<file path="src/rtl/mult_share_arbiter.sv">
// Round-robin arbiter sharing one start/stop sequential multiplier among NREQ requesters.
// Optional WAIT-state timeout is compiled in when MULT_ARB_TIMEOUT_EN is defined.
module mult_share_arbiter #(
  parameter int unsigned NREQ    = 4,
  parameter int unsigned DW      = 8,
  parameter int unsigned TIMEOUT = 64
) (
  input  logic               i_clk,
  input  logic               i_rst,
  input  logic [NREQ-1:0]    i_req,
  input  logic [NREQ*DW-1:0] i_mltnd_val,
  input  logic [NREQ*DW-1:0] i_mlter_val,
  output logic [NREQ-1:0]    o_grant,
  output logic [NREQ-1:0]    o_done,
  output logic [2*DW-1:0]    o_product,
  output logic               o_timeout,
  output logic               o_busy,
  output logic               o_mul_start,
  output logic [DW-1:0]      o_mul_mltnd,
  output logic [DW-1:0]      o_mul_mlter,
  input  logic [2*DW-1:0]    i_mul_product,
  input  logic               i_mul_stop
);
  localparam int unsigned IW    = (NREQ > 1) ? $clog2(NREQ) : 1;
  localparam logic [IW:0] NreqW = (IW+1)'(NREQ);

  typedef enum logic [1:0] {StIdle, StLaunch, StWait, StDone} state_e;

  state_e          state_q, state_d;
  logic [IW-1:0]   ptr_q, ptr_d, idx_q, idx_d;
  logic [DW-1:0]   mltnd_q, mltnd_d, mlter_q, mlter_d;
  logic [2*DW-1:0] product_q, product_d;
  logic            stop_q, stop_rise;

  logic [IW:0]     cand, ptr_inc;
  logic [IW-1:0]   pick;
  logic            pick_vld;
  logic [DW-1:0]   sel_mltnd, sel_mlter;
  logic [NREQ-1:0] idx_oh;

  // First requester at or after the pointer, wrapping modulo NREQ.
  always_comb begin
    cand     = '0;
    pick     = ptr_q;
    pick_vld = 1'b0;
    for (int unsigned i = 0; i < NREQ; i++) begin
      cand = {1'b0, ptr_q} + (IW+1)'(i);
      if (cand >= NreqW) cand = cand - NreqW;
      for (int unsigned k = 0; k < NREQ; k++) begin
        if (!pick_vld && i_req[k] && (cand == (IW+1)'(k))) begin
          pick_vld = 1'b1;
          pick     = IW'(k);
        end
      end
    end
    ptr_inc = {1'b0, pick} + (IW+1)'(1);
    if (ptr_inc == NreqW) ptr_inc = '0;
  end

  always_comb begin
    sel_mltnd = '0;
    sel_mlter = '0;
    idx_oh    = '0;
    for (int unsigned k = 0; k < NREQ; k++) begin
      if (pick == IW'(k)) begin
        sel_mltnd = i_mltnd_val[k*DW +: DW];
        sel_mlter = i_mlter_val[k*DW +: DW];
      end
      idx_oh[k] = (idx_q == IW'(k));
    end
  end

  // Edge tracking runs in every state so a level left over from earlier work never completes.
  assign stop_rise = i_mul_stop & ~stop_q;

`ifdef MULT_ARB_TIMEOUT_EN
  localparam int unsigned CW = $clog2(TIMEOUT + 1);
  logic [CW-1:0] cnt_q, cnt_d;
  logic          to_q, to_d;
  logic          expire;

  assign expire    = (cnt_q == CW'(TIMEOUT - 1));
  assign o_timeout = (state_q == StDone) & to_q;
`else
  logic unused_timeout;
  assign unused_timeout = ^TIMEOUT;
  assign o_timeout      = 1'b0;
`endif

  always_comb begin
    state_d   = state_q;
    ptr_d     = ptr_q;
    idx_d     = idx_q;
    mltnd_d   = mltnd_q;
    mlter_d   = mlter_q;
    product_d = product_q;
`ifdef MULT_ARB_TIMEOUT_EN
    cnt_d     = cnt_q;
    to_d      = to_q;
`endif
    unique case (state_q)
      StIdle: begin
        if (pick_vld) begin
          idx_d   = pick;
          ptr_d   = ptr_inc[IW-1:0];
          mltnd_d = sel_mltnd;
          mlter_d = sel_mlter;
          state_d = StLaunch;
        end
      end
      StLaunch: begin
        state_d = StWait;
`ifdef MULT_ARB_TIMEOUT_EN
        cnt_d   = '0;
`endif
      end
      StWait: begin
        if (stop_rise) begin
          product_d = i_mul_product;
          state_d   = StDone;
`ifdef MULT_ARB_TIMEOUT_EN
          to_d      = 1'b0;
        end else if (expire) begin
          product_d = '0;
          to_d      = 1'b1;
          state_d   = StDone;
        end else begin
          cnt_d     = cnt_q + CW'(1);
`endif
        end
      end
      StDone:  state_d = StIdle;
      default: state_d = StIdle;
    endcase
  end

  always_ff @(posedge i_clk or negedge i_rst) begin
    if (!i_rst) begin
      state_q   <= StIdle;
      ptr_q     <= '0;
      idx_q     <= '0;
      mltnd_q   <= '0;
      mlter_q   <= '0;
      product_q <= '0;
      stop_q    <= 1'b0;
    end else begin
      state_q   <= state_d;
      ptr_q     <= ptr_d;
      idx_q     <= idx_d;
      mltnd_q   <= mltnd_d;
      mlter_q   <= mlter_d;
      product_q <= product_d;
      stop_q    <= i_mul_stop;
    end
  end

`ifdef MULT_ARB_TIMEOUT_EN
  always_ff @(posedge i_clk or negedge i_rst) begin
    if (!i_rst) begin
      cnt_q <= '0;
      to_q  <= 1'b0;
    end else begin
      cnt_q <= cnt_d;
      to_q  <= to_d;
    end
  end
`endif

  assign o_busy      = (state_q != StIdle);
  assign o_mul_start = (state_q == StLaunch);
  assign o_grant     = o_mul_start ? idx_oh : '0;
  assign o_done      = (state_q == StDone) ? idx_oh : '0;
  assign o_product   = product_q;
  assign o_mul_mltnd = mltnd_q;
  assign o_mul_mlter = mlter_q;

endmodule

</file>
<file path="config.mk">
export PLATFORM = sky130hd
export DESIGN_NAME = mult_share_arbiter
export DESIGN_NICKNAME = d
export VERILOG_FILES = /design/src/rtl/mult_share_arbiter.sv
export SDC_FILE = /design/constraint.sdc
export NUM_CORES = 1
export LEC_CHECK = 0
export BUFFER_PORTS_ARGS = -buffer_cell sky130_fd_sc_hd__buf_2
export CORE_AREA = 4 4 82 84
export DETAILED_ROUTE_END_ITERATION = 7
export DIE_AREA = 0 0 86 88
export GPL_TIMING_DRIVEN = 0
export PLACE_DENSITY = 0.74
export SLEW_MARGIN = 20
export SYNTH_ARGS = -nofsm -noshare
export SYNTH_HDL_FRONTEND = slang
export SYNTH_SLANG_ARGS = --single-unit
</file>
<file path="constraint.sdc">
create_clock -name i_clk -period 2.2 [get_ports i_clk]
set_clock_uncertainty 0.2 [all_clocks]
set_input_delay 0.33 -clock i_clk [delete_from_list [all_inputs] [get_ports i_clk]]
set_output_delay 0.33 -clock i_clk [all_outputs]
set_load 0.01 [all_outputs]
</file>
# == Word-level counts from Yosys, hierarchy flattened ==
# Index checks and enable logic that the tools add are counted.
# Widths: inputs -> output; s select.
# totals
register_bits,39
in_bits,87
# op_classes
n_addsub,8
n_mux,50
n_bitwise,2
reduce_logical,57
eq_ne,24
n_lt_le_gt_ge,4
# op_table
operator,n
$mux 8,8
$mux 2,19
$logic_and 1x1->1,31
$eq 3x2->1 const B,8
$mux 1,16
$logic_not 1->1,15
$eq 2x2->1 const B,6
$eq 3x1->1 const B,4
$logic_not 3->1,4
$mux 3,4
$ge 3x3->1 const B,3
$sub 3x3->3 const B,3
$mux 4,2
$pmux 2 s4,1
$add 2x1->3 const B,2
$add 2x2->3 const B,2
$eq 2x1->1 const B,3
$logic_not 2->1,3
$reduce_and 2->1,3
$ne 2x2->1 const B,2
$eq 3x3->1 const B,1
$ge 2x3->1 const B,1
$sub 2x3->3 const B,1
$reduce_bool 2->1,1
other kinds (2),2

# == Depth between registers and ports, before layout ==
# logic_depth
word_depth,70
depth_mapped,10

# == Worst setup path after synthesis ==
# Ideal clock, no wire load.
# synth_timing
path_kind,input to register
startpoint,in i_req[3]
endpoint,"reg mltnd_q[7], in the netlist o_mul_mltnd[7]"
path_buffers,3
path_stages,10
t_arrival_ps,2110
setup_ps,73
setup_slack_ps,-183
cell_sequence,buf_2 or3_1 o2111ai_1 and2_1 ha_1 clkbuf_1 buf_2 nand3b_1 a221o_1 a21oi_2
# synth_between
elab_chain_len,56
elab_cells_between_ends,73
classes_between,3 x eq/ne; 30 x mux; 40 x reduce/logical
# synth_lines
element,line,rtl
start: declaration,10,"input logic [NREQ-1:0] i_req,"
$logic_and 1x1->1 (2 in series),50,if (!pick_vld && i_req[k] && (cand == (IW+1)'(k))) begin
$mux 1,50,
$logic_not 1->1,50,
$logic_and 1x1->1 (2 in series),50,
$mux 1,50,
$logic_not 1->1,50,
$logic_and 1x1->1 (2 in series),50,
$mux 1,50,
[... 32 more ...],-,
$logic_not 1->1,50,
$logic_and 1x1->1 (2 in series),50,
$mux 1,50,
$logic_not 1->1,50,
$logic_and 1x1->1 (2 in series),50,
$mux 2,50,
$logic_not 2->1,65,if (pick == IW'(k)) begin
$mux 8 (4 in series),65,
end signal: assignment,150,mltnd_q <= mltnd_d;
end: declaration,31,"logic [DW-1:0] mltnd_q, mltnd_d, mlter_q, mlter_d;"
# Parallel ways exist; a longest one is shown, timed or not.
# A chain may end at the register's enable or synchronous reset.

# == Final worst setup path ==
# layout_timing
startpoint,reg ptr_q[0]
endpoint,"reg mlter_q[3], in the netlist o_mul_mlter[3]"
# layout_between
elab_chain_len,70
elab_cells_between_ends,118
classes_between,7 x add/sub; 4 x order compare; 15 x eq/ne; 40 x mux; 52 x reduce/logical
# layout_lines
element,line,rtl
start: declaration,30,"logic [IW-1:0] ptr_q, ptr_d, idx_q, idx_d;"
start signal: assignment,148,ptr_q <= ptr_d;
$sub 2x3->3 or $ge 2x3->1 (tied branches),48,if (cand >= NreqW) cand = cand - NreqW;
$mux 3,48,
$logic_not 3->1,50,
$logic_and 1x1->1,50,
$mux 1,50,
$logic_not 1->1,50,
$logic_and 1x1->1 (2 in series),50,
$mux 1,50,
[... 51 more ...],-,
$mux 1,50,
$logic_not 1->1,50,
$logic_and 1x1->1 (2 in series),50,
$mux 2 *,50,
net pick[0],36,logic [IW-1:0] pick;
$logic_not 2->1,65,
$mux 8 (3 in series),65,
$mux 8 *,65,
end signal: assignment,151,mlter_q <= mlter_d;
end: declaration,31,
# The timed path passes the listed nets; every way through them passes the cells marked *.

==> reports/results.tsv <==
metric	value	unit
syn_area	2330	µm²
setup_tns	-0.584	ns
period_needed	2.31	ns
max_slew_margin	0.434	
clkTransAtPathRegs	0.08	ns
start_kind	flop	
cp_cell_sequence	or2b_1 -> a21oi_2 -> nor3_2 -> ha_4 -> buf_6 -> nand3b_1 -> a221o_1 -> a21oi_2	
io_pins	130	
crit_family	compound AO/OA/AOI/OAI gates	
critPathMaxFanout	10	
cap_violations	0	
area_delta_synth_final	47.4	%
clk_path_buf_depth	2	
grt_overflow_total	0	
dieWidth	86	µm
viasPerCell	5.20	
dr.pass1.iters	4	
yosysWarningCount	0	
setup_viol	14	
first_global_vias	2456	
start_util	0.393	
drv_slew	0	
routed_wirelength	7.24	mm
worstSetupPathType	flop to flop	
portBuffers	127	
worstPathArrival	2.32	ns
h-tree-depth	2	
worstHoldPathType	input pin to flop	
placed_cell_area	3100	µm²
violations	negative setup slack	
worstReg2RegStart	ptr_q[0]$_DFFE_PN0P_	
wl_met2	3.45	mm
whs_path_depth	2	
crit_start	ptr_q[0]$_DFFE_PN0P_	
gp_congestion	0.787	
route.met3.wl	550	µm
drive_gt1_frac	0.495	
routedWlPerCell	15.6	µm
synth_cell_type_count	36	
grt_max_degree	40	
ys_seq_area_frac	0.419	
reg2reg_depth	8	
n_fill_cell	553	
highest_layer	met4	
avgSynthCellArea	9.50	µm²
fin_crit_sh	1.05	
drt_iter0_markers	75	
pre_cts_ws	-0.369	ns
cts_tree	yes	
fmax	433	MHz
nNetsFinal	485	
rsz0062_at_grt	true	
finalWorstSetupSlack	-0.109	ns
dieArea	7570	µm²
coreArea	5920	µm²
path_depth	8	
clk-insertion-delay-late	0.29	ns
leakagePower	0.00171	µW
antenna_found_initial	0	
n_antenna_cell	0	
power	4740	µW
drtAntennaViolNets	0	
track_usage	0.191	
slowest_delay	0.42	ns
cp_num_buf_inv	1	
syn-num-nets	341	
final_area	3430	µm²
root_buffer	clkbuf_8	
cts.sinks	39	
cp_slowest_cell	dfrtp_1	
cp-end-kind	flop	
p_per_area	1380	nW/µm²
vias	2416	
whs	0.0749	ns
drc	0	
std_cell_rows	28	
grt_first_pass_wirelength	11.4	mm
min_from	i_mul_product[4]	
tightest_slew	0.849	ns
cp.required	2.21	ns
run_status	finished, violations left	
hold_viol	0	
synth_seq_cells	39	
syn_inst	245	
cp_common_cell	a21oi_2	
dp_hpwl	5.52	mm
cts_made_buffers	5	
die_height	88	µm
wl_met1	3.08	mm
ir_worst_vdd	0.000692	V
-- flip-flops by register name (all words and copies together), names as in the netlist --
| name | flops |
|---|---|
| idx_q | 2 |
| o_mul_mlter | 8 |
| o_mul_mltnd | 8 |
| o_product | 16 |
| ptr_q | 2 |
| state_q | 2 |
| stop_q | 1 |
-- worst reg2reg max path, cell delays in order, from the launching register on --
cell and delay, ns:
dfrtp_1 0.42, or2b_1 0.28, a21oi_2 0.23, nor3_2 0.10
ha_4 0.21, buf_6 0.13, nand3b_1 0.14, a221o_1 0.37
a21oi_2 0.15
-- placed cells by master (no fill, tap or decap), drive strengths merged, types with 9 or more instances in the layout --
cell type | synthesis | routed
a21oi | 49 | 49
mux2 | 17 | 17
clkbuf | 12 | 12
inv | 20 | 20
nor2 | 21 | 21
dfrtp | 39 | 39
nand3b | 17 | 17
ha | 9 | 9
nand2 | 9 | 9
buf | 7 | 148
a221o | 16 | 16
-- worst paths after layout --
| kind | end | slack [ns] |
|---|---|---|
| setup / recovery | o_mul_mlter[3]$_DFFE_PN0P_ | -0.11 |
| hold / removal | o_product[4]$_DFFE_PN0P_ | 0.07 |
| setup reg to reg | o_mul_mlter[3]$_DFFE_PN0P_ | -0.11 |
| hold reg to reg | o_product[6]$_DFFE_PN0P_ | 0.30 |
| max in group asynchronous | o_mul_mlter[3]$_DFFE_PN0P_ | 0.78 |
| min in group asynchronous | state_q[1]$_DFFE_PN0P_ | 0.48 |
-- cells by family after synthesis --
group           after synthesis  share of synthesized area
fa+ha+maj                     9                     0.0484
compound gates               77                      0.226
simple gates                 63                      0.149
buf+inv                      39                     0.0731
flops                        39                      0.419
other cells                   1                    0.00161
mux                          17                     0.0823
-- power by group --
part	total, µW	internal (µW)	switching [µW]	leakage [µW]
logic	2870	1380	1490	0.00119
clock network	610	367	243	0.0000612
registers	1260	1080	177	0.000455
-- routing by layer --
metal | global-route usage | vias up
li1 | - | 1155
met1 | 0.241 | 1117
met2 | 0.324 | 126
met3 | 0.0470 | 18
met4 | 0.0561 | 0
met5 | 0 | -
-- cell usage after synthesis --
master,number,area [µm²]
nor4_1,1,6.26
a22oi_1,1,7.51
nor3b_1,2,15.0
nand2_1,9,33.8
o21ai_0,2,10.0
o2111ai_1,1,8.76
nor3_1,1,5.00
mux2_2,17,191
dfrtp_1,39,976
or3_1,2,12.5
o31ai_1,1,7.51
a221o_1,16,160
or2b_1,1,7.51
o21a_1,1,7.51
o41a_1,1,11.3
a211oi_1,1,7.51
and2_1,1,6.26
a31oi_1,1,6.26
ha_1,9,113
nand3b_1,17,128
inv_1,20,75.1
nand2b_1,2,12.5
buf_2,4,20.0
conb_1,1,3.75
clkbuf_1,12,45.0
a2bb2oi_1,1,8.76
nor2b_1,2,12.5
and3_1,2,12.5
buf_4,1,7.51
o41ai_4,1,27.5
a21oi_2,2,17.5
buf_6,2,22.5
nor2_1,21,78.8
and3b_1,2,17.5
o32a_1,1,10.0
a21oi_1,47,235
-- metrics by stage --
step | util | cells
global route | 0.579 | 465
CTS | 0.571 | 465
detailed placement | 0.524 | 447
floorplan | - | 245
global placement | 0.524 | 447
finish | 0.579 | 465
-- final cells by class --
cell class                 instances  area (µm²)  area share
timing repair buffer             138         739       0.216
tap                               75        93.8      0.0274
clock inverter                     2        35.0      0.0102
buffer                            18         163      0.0474
multi-input combinational        167        1270       0.369
sequential                        39         976       0.284
inverter                          20        75.1      0.0219
clock buffer                       6        82.6      0.0241
-- repair_timing --
action,in CTS,in global routing
gates cloned,1,0
endpoints found under the hold margin,40,0
gates resized for setup,15,21
hold buffers,2,0
endpoints found under the setup margin,16,16
pin swaps,8,10
setup buffers,7,2
Note: power is estimated with default switching activity, not from simulation.
